### config.mk
export PLATFORM = sky130hd
export DESIGN_NAME = systolic_result_drain
export DESIGN_NICKNAME = d
export VERILOG_FILES = /design/src/rtl/systolic_result_drain_pkg.sv /design/src/rtl/result_job_fifo.sv /design/src/rtl/systolic_result_drain.sv
export SDC_FILE = /design/constraint.sdc
export NUM_CORES = 1
export LEC_CHECK = 0
export CORE_MARGIN = 5
export CORE_UTILIZATION = 45
export DETAILED_ROUTE_END_ITERATION = 6
export MAX_ROUTING_LAYER = met4
export PLACE_DENSITY = 0.68
export SLEW_MARGIN = 20
export SYNTH_ARGS = -nofsm -noshare
export SYNTH_HDL_FRONTEND = slang
export SYNTH_HIERARCHICAL = 1
export SYNTH_SLANG_ARGS = --single-unit
### constraint.sdc
create_clock -name clk -period 2.5 [get_ports clk]
set_input_delay 0.5 -clock clk [delete_from_list [all_inputs] [get_ports clk]]
set_output_delay 0.5 -clock clk [all_outputs]
set_load 0.05 [all_outputs]
### src/rtl/systolic_result_drain_pkg.sv
// Shared constants and types for the systolic result drain and the array wrapper.
package systolic_result_drain_pkg;

    localparam int unsigned C_DW          = 9;
    localparam int unsigned ELEMS_PER_JOB = 4;

    // Element order on the serial stream.
    localparam logic [1:0] IDX_C11 = 2'd0;
    localparam logic [1:0] IDX_C12 = 2'd1;
    localparam logic [1:0] IDX_C21 = 2'd2;
    localparam logic [1:0] IDX_C22 = 2'd3;

    // One whole 2x2 result; c11 occupies the most significant slice.
    typedef struct packed {
        logic [C_DW-1:0] c11;
        logic [C_DW-1:0] c12;
        logic [C_DW-1:0] c21;
        logic [C_DW-1:0] c22;
    } result_word_t;

endpackage

### src/rtl/result_job_fifo.sv
// Generic DEPTH-entry FIFO with occupancy level; push and pop may happen on the same edge.
module result_job_fifo #(
    parameter int unsigned WIDTH = 36,
    parameter int unsigned DEPTH = 2
) (
    input  logic                         clk,
    input  logic                         rst_n,
    input  logic                         push,
    input  logic [WIDTH-1:0]             wdata,
    input  logic                         pop,
    output logic [WIDTH-1:0]             rdata,
    output logic [$clog2(DEPTH+1)-1:0]   level,
    output logic                         full,
    output logic                         empty
);

    localparam int unsigned PW = (DEPTH > 1) ? $clog2(DEPTH) : 1;
    localparam int unsigned LW = $clog2(DEPTH + 1);

    logic [WIDTH-1:0] mem_q [DEPTH];
    logic [PW-1:0]    wptr_q, wptr_d;
    logic [PW-1:0]    rptr_q, rptr_d;
    logic [LW-1:0]    level_q, level_d;
    logic             do_push, do_pop;

    // Pointers wrap explicitly so DEPTH need not be a power of two.
    function automatic logic [PW-1:0] next_ptr(input logic [PW-1:0] p);
        return (p == PW'(DEPTH - 1)) ? '0 : p + PW'(1);
    endfunction

    assign empty   = (level_q == '0);
    assign full    = (level_q == LW'(DEPTH));
    assign level   = level_q;
    assign rdata   = mem_q[rptr_q];
    assign do_pop  = pop & ~empty;
    // A full FIFO can still take a push when the head leaves on the same edge.
    assign do_push = push & (~full | do_pop);

    // Next-state for pointers and occupancy.
    always_comb begin
        wptr_d  = wptr_q;
        rptr_d  = rptr_q;
        level_d = level_q;
        if (do_push) wptr_d = next_ptr(wptr_q);
        if (do_pop)  rptr_d = next_ptr(rptr_q);
        case ({do_push, do_pop})
            2'b10:   level_d = level_q + LW'(1);
            2'b01:   level_d = level_q - LW'(1);
            default: level_d = level_q;
        endcase
    end

    // Pointer and level registers.
    always_ff @(posedge clk or negedge rst_n) begin
        if (!rst_n) begin
            wptr_q  <= '0;
            rptr_q  <= '0;
            level_q <= '0;
        end else begin
            wptr_q  <= wptr_d;
            rptr_q  <= rptr_d;
            level_q <= level_d;
        end
    end

    // Entry storage, cleared on reset so the read mux never shows X.
    always_ff @(posedge clk or negedge rst_n) begin
        if (!rst_n) begin
            for (int i = 0; i < int'(DEPTH); i++) mem_q[i] <= '0;
        end else if (do_push) begin
            mem_q[wptr_q] <= wdata;
        end
    end

endmodule

### src/rtl/systolic_result_drain.sv
// Buffers 2x2 result pulses and replays each as a four-element valid/ready stream.
module systolic_result_drain
    import systolic_result_drain_pkg::*;
#(
    parameter int unsigned DW    = C_DW,
    parameter int unsigned DEPTH = 2
) (
    input  logic                         clk,
    input  logic                         rst_n,
    input  logic                         res_valid,
    input  logic [DW-1:0]                c11,
    input  logic [DW-1:0]                c12,
    input  logic [DW-1:0]                c21,
    input  logic [DW-1:0]                c22,
    output logic                         m_valid,
    input  logic                         m_ready,
    output logic [DW-1:0]                m_data,
    output logic [1:0]                   m_idx,
    output logic                         m_last,
    output logic                         full,
    output logic [$clog2(DEPTH+1)-1:0]   level,
    output logic                         overflow,
    input  logic                         ovf_clr
);

    logic [1:0]      cnt_q, cnt_d;
    logic            ovf_q, ovf_d;
    logic [4*DW-1:0] wr_word, rd_word;
    logic            fifo_empty, fifo_full;
    logic            xfer, final_pop, space, push, drop;

    assign wr_word   = {c11, c12, c21, c22};
    assign m_valid   = ~fifo_empty;
    assign xfer      = m_valid & m_ready;
    assign final_pop = xfer & (cnt_q == IDX_C22);
    assign space     = ~fifo_full | final_pop;
    assign push      = res_valid & space;
    assign drop      = res_valid & ~space;

    assign m_idx    = cnt_q;
    assign m_last   = (cnt_q == IDX_C22);
    assign full     = fifo_full;
    assign overflow = ovf_q;

    result_job_fifo #(
        .WIDTH (4 * DW),
        .DEPTH (DEPTH)
    ) u_job_fifo (
        .clk   (clk),
        .rst_n (rst_n),
        .push  (push),
        .wdata (wr_word),
        .pop   (final_pop),
        .rdata (rd_word),
        .level (level),
        .full  (fifo_full),
        .empty (fifo_empty)
    );

    // Select the current element of the head job.
    always_comb begin
        m_data = rd_word[3*DW +: DW];
        case (cnt_q)
            IDX_C11: m_data = rd_word[3*DW +: DW];
            IDX_C12: m_data = rd_word[2*DW +: DW];
            IDX_C21: m_data = rd_word[1*DW +: DW];
            IDX_C22: m_data = rd_word[0 +: DW];
            default: m_data = rd_word[3*DW +: DW];
        endcase
    end

    // Element counter advances per transfer and wraps with the head pop.
    always_comb begin
        cnt_d = cnt_q;
        if (xfer) cnt_d = final_pop ? IDX_C11 : cnt_q + 2'd1;
    end

    // Sticky overflow; a drop on the clearing edge keeps it set.
    always_comb begin
        ovf_d = ovf_q;
        if (ovf_clr) ovf_d = 1'b0;
        if (drop)    ovf_d = 1'b1;
    end

    // Counter and overflow registers.
    always_ff @(posedge clk or negedge rst_n) begin
        if (!rst_n) begin
            cnt_q <= IDX_C11;
            ovf_q <= 1'b0;
        end else begin
            cnt_q <= cnt_d;
            ovf_q <= ovf_d;
        end
    end

endmodule

# After elaboration in Yosys (flattened, before gate mapping)
# Cells that the tools add are included.
word_totals:
  ff_bits: 79
  in_bits: 41
  out_inout_bits: 17
  wordCells: 52
classes:
  n_addsub: 5
  n_lt_le_gt_ge: 3
  n_eq_ne: 6
  mux: 13
  n_bitwise: 13
  reduce_logical: 5
ops:
  columns: ["op", "count"]
  rows:
  - ["$mux 36", 4]
  - ["$bwmux 72", 1]
  - ["$demux 36 s1", 1]
  - ["$pmux 9 s4", 1]
  - ["$eq 2x2->1 const B", 4]
  - ["$and 1x1->1", 6]
  - ["$add 2x1->2 const B", 2]
  - ["$eq 2x1->1 const B", 2]
  - ["$ge 2x2->1 const B", 2]
  - ["$logic_not 2->1", 2]
  - ["$mux 1", 4]
  - ["$not 1->2", 2]
  - ["$pmux 2 s2", 1]
  - ["$reduce_bool 2->1", 2]
  - ["$not 1->1", 3]
  - ["$add 1x1->1 const B", 2]
  - ["$lt 2x1->1 const B", 1]
  - ["$mux 2", 1]
  - ["$or 1x1->1", 2]
  - ["$sub 2x1->2 const B", 1]
  - ["$logic_and 1x1->1", 1]

# Depth between registers and ports, before layout
depth:
  word_depth: 9
  mapped_depth: 8
  ltp_nobuf: 6

# Cells and area by module
# Netlist, hierarchy kept.
by_module_without_submodules:
  columns: ["module", "n_inst", "cells_per_inst", "area_each_um2", "seq_area_each_um2"]
  rows:
  - ["result_job_fifo", 1, 217, 3360.7, 1901.8]
  - ["systolic_result_drain", 1, 50, 447.9, 75.1]

# Least setup slack after synthesis
# No wires, ideal clock.
synth_timing:
  kind: "flip-flop to flip-flop"
  from: "reg cnt_q[0], in the netlist m_idx[0]"
  to: "reg u_job_fifo/mem_q[42] (netlist bit)"
  setup_ns: 0.125
  arrival_ns: 2.905
  t_required_ns: 2.375
  setup_slack_ns: -0.530
  stages_incl_launch_ff: 8
  path_buffers: 1
  period_less_slack_ns: 3.030
  path_cell_list: "dfrtp_1 ha_1 nand3b_1 a21boi_0 inv_1 nor3_4 buf_6 mux2_2"
synth_via:
  elab_chain_len: 5
  word_cells_on_any_way: 7
  classes_between: "eq/ne: 1; bitwise: 6"
synth_rtl:
  columns: ["element", "line", "source"]
  rows:
  - ["start, declared", "systolic_result_drain.sv:26", "logic [1:0] cnt_q, cnt_d;"]
  - ["start signal, assigned", "systolic_result_drain.sv:91", "cnt_q <= cnt_d;"]
  - ["$eq 2x2->1", null, null]
  - ["named net m_last", "systolic_result_drain.sv:19", "output logic m_last,"]
  - ["$and 1x1->1", "systolic_result_drain.sv:35", "assign final_pop = xfer & (cnt_q == IDX_C22);"]
  - ["$or 1x1->1", "systolic_result_drain.sv:36", "assign space = ~fifo_full | final_pop;"]
  - ["$and 1x1->1", "systolic_result_drain.sv:37", "assign push = res_valid & space;"]
  - ["named net push", "systolic_result_drain.sv:30", "logic xfer, final_pop, space, push, drop;"]
  - ["$and 1x1->1", "result_job_fifo.sv:37", "assign do_push = push & (~full | do_pop);"]
  - ["end signal, assigned by index", "result_job_fifo.sv:71", "mem_q[wptr_q] <= wdata;"]
  - ["end, declared", "result_job_fifo.sv:20", "logic [WIDTH-1:0] mem_q [DEPTH];"]
# The timed path passes the listed nets, and every way through them passes these cells.
# A chain may end at the register's enable or synchronous reset.

# Worst setup path in the final report
layout_timing:
  from: "reg u_job_fifo.rptr_q"
  to: "out m_data[4]"
layout_via:
  elab_chain_len: 5
layout_rtl:
  columns: ["element", "line", "source"]
  rows:
  - ["start, declared", "result_job_fifo.sv:22", "logic [PW-1:0] rptr_q, rptr_d;"]
  - ["start signal, assigned", "result_job_fifo.sv:61", "rptr_q <= rptr_d;"]
  - ["$not 1->2 (implied by the code)", "result_job_fifo.sv:34", "assign rdata = mem_q[rptr_q];"]
  - ["$mux 36 (implied by the code) (3 in a row)", "result_job_fifo.sv:34", null]
  - ["named net rd_word[13]", "systolic_result_drain.sv:28", "logic [4*DW-1:0] wr_word, rd_word;"]
  - ["$pmux 9 s4", "systolic_result_drain.sv:63", "case (cnt_q)"]
  - ["end, declared", "systolic_result_drain.sv:17", "output logic [DW-1:0] m_data,"]
# The timed path passes the listed nets, and every way through them passes these cells. The select of a mux whose other input is x is not followed.

==> run metrics <==
# DRC=0; Slew Viols, Final=0; Detailed Place HPWL=5350 µm; fmax=0.381 GHz; asr flop ratio synth=between 90% and 100%; cts bufs inserted=9; dpl cells=424; Initial Util=46.4%; Leakage=a little over 2 nW; Clock Sink Count=between 70 and 80; GP Congestion=about 0.74; cells on worst reg2reg path=7; clk_skew=between 0.005 and 0.006 ns; worst reg2reg endpoint=u_job_fifo/mem_q[51]; Core Util, Final=roughly 58%; aggregate global routing overflow=0; number of synthesized flops with an enable pin=0; r2r setup slk=between 0.2 and 0.3 ns; Antenna Nets Post-Route=0; Initial DRC Count=106; mux share of post-synthesis cell area=35.2%; Area Overhead vs Synth=25.5%; register bit total from synthesis=~80; core footprint=a little over 8000 µm²; synthesized area per cell=roughly 14 µm²; critical path class=flop to output pin; worst-path fanout max=8; routed len/inst=approximately 18 µm; initial antenna violation count=0; Synth top cells by count=mux2_2, dfrtp_1, inv_1; Reg2Reg Launch Point=m_idx[0]; simple-gate area share of the yosys netlist=2.83%; hold buffers post-CTS=0; Finished Layout Cells=~450; CP Data Required Time=about 2 ns; largest family of logic cells by synthesized area=multiplexers; syn nets=about 310; adder-cell share of the synthesized area=around 1.3%; failing checks=negative setup slack; outcome=complete, but fails checks; Routed WL=8080 µm; Tcrit/Tclk final=105%; Rows=33; final-report setup violation count=9; vias in the first global route=2514; pwr/cell area=1520 nW/µm²; unrepaired setup endpoints after global routing=yes; die height=just over 100 µm; Ports=between 50 and 60; Yosys top cell by area=dfrtp_1; Final #Nets=approximately 380; TritonCTS clock tree=done; worst slew pin tran=about 0.54 ns; CTS root buffer=clkbuf_8; vias after detailed routing=2341; final worst slack=-0.123 ns; Cell variety after synth=26; post-synth top area share=between 50% and 60%; Worst-path clk slew=approximately 0.07 ns; PortBufs=57; warnings from Yosys=6; xor and xnor area share after synthesis=0.230%; compound-gate portion of the synthesized area=around 3.5%; via/cell ratio=between 5 and 6; Setup TNS=-0.622 ns; share of post-route cells with drive strength above 1=a little under half; CTS Buffer Depth=2; number of diodes=0; Cells after Synth=267; min cycle time layout=around 2.6 ns; H-tree levels=3; Max-Cap Viols=0; largest net degree at the start of global routing=80; Area contributors post-synth=dfrtp_1, mux2_2, mux2i_1; worst path arrival time=between 2 and 2.5 ns; crit end category=output pin; VDD IR-drop max=~1.3 mV; sequential area share after synthesis=a little over 50%; GRT Util Overall=between 10% and 20%; worst slack, placed=around 0.021 ns; max_slew headroom=between 60 and 70%; final hold violation count=0; drt pass-1 iters=4; filler instances=roughly 700; first-pass GRT wire length=approximately 13000 µm; Synth Flop Type=dfrtp_1; die width=102 µm; die area=approximately 10000 µm²; clock latency on the worst-skew pair=0.34 ns; worst hold path class=input pin to async pin; most numerous cell in the Yosys netlist=mux2_2; post-synthesis cell area=between 3000 and 4000 µm²; CP Launch Type=flop
[registers in the layout, summed over array words and instances, names as in the netlist]
register and flops:
m_idx 2, overflow 1, u_job_fifo/level 2, u_job_fifo/mem_q 72, u_job_fifo/rptr_q 1, u_job_fifo/wptr_q 1
[power breakdown]
part	leakage (nW)	internal [mW]	switching [mW]	total (mW)
Sequential	0.930	1.95	0.379	2.33
Combinational	1.02	2.06	2.07	4.13
Clock	0.0805	0.383	0.423	0.806
[per-layer routing]
metal | vias to the layer above | GRT usage, % | wire length (µm)
met4 | 0 | 5.45 | 101
li1 | 1101 | - | -
met1 | 1174 | 22.9 | 3690
met5 | - | - | 0
met2 | 57 | 26.4 | 3860
met3 | 9 | 4.64 | 426
[worst max-delay path, cell delays in order, from the launching register on]
cell and delay, ns:
dfrtp_2 0.41, buf_12 0.15, mux2_2 0.34, a222oi_1 0.52, mux2i_1 0.14, buf_4 0.22
[cells by family (layout without fill, tap and decap cells)]
group / Yosys count / after routing
muxes: 120 / 120
DFF: 79 / 79
buffers and inverters: 31 / 104
AOI/OAI and AO/OA: 16 / 16
and+or+nand+nor: 16 / 16
adders and majority gates: 4 / 4
xor gates and xnor gates: 1 / 1
[cell usage in the layout, fill, tap and decap left out]
cell and count:
mux2_2 110, dfrtp_1 75, clkdlybuf4s50_1 46, buf_4 17
inv_1 16, mux2i_1 10, clkbuf_8 10, a222oi_1 9
buf_12 6, clkbuf_1 4, dfrtp_2 4, nor2_1 3
nand2b_1 3, nor2b_1 2, ha_1 2, buf_16 2
nand2_1 2, o21ai_0 2, a21oi_1 2, nand3b_1 1
a21boi_1 1, a32o_1 1, ha_2 1, ha_4 1
clkinv_2 1, dlymetal6s2s_1 1, nor2_2 1, nor3b_4 1
nor2_4 1, nor3_4 1, xnor2_1 1, nand3_1 1
a22oi_1 1, buf_6 1
[cell type report]
type                       instances  area (µm²)  share of cell area, %
tap                              105         131                   2.75
timing repair buffer              73         787                   16.5
clock buffer                      14         153                   3.19
inverter                          16        60.1                   1.26
sequential                        79        1980                   41.5
multi-input combinational        157        1660                   34.8
clock inverter                     1        5.00                  0.105
[repair_timing]
action	CTS	global route
setup buffers	2	2
pin swaps	8	3
resized for setup	6	3
endpoints found under the setup margin	8	10
cloned	2	0
[how the worst max path moves through the flow]
stage,start,endpoint,slack [ns],cells past startpoint
6_report,u_job_fifo/rptr_q,m_data[4],-0.12,5
5_1_grt,u_job_fifo/rptr_q,m_data[3],-0.23,6
4_1_cts,u_job_fifo/rptr_q,m_data[5],-0.14,6
3_5_place_dp,m_ready,u_job_fifo/mem_q[51],0.02,7
3_3_place_gp,m_ready,u_job_fifo/mem_q[71],0.06,7
2_1_floorplan,u_job_fifo/level[0],u_job_fifo/mem_q[42],0.03,8
[metrics by stage]
step / power (mW) / hold slack [ns] / area (µm²)
5_1_grt: 7.71 / 0.190 / 4780
3_5_place_dp: 6.27 / 0.490 / 4500
3_3_place_gp: 6.19 / 0.475 / 4500
2_1_floorplan: 5.23 / 0.204 / 3830
6_report: 7.26 / 0.157 / 4780
4_1_cts: 7.29 / 0.176 / 4750
No activity file was read; power rests on OpenSTA's default activity.
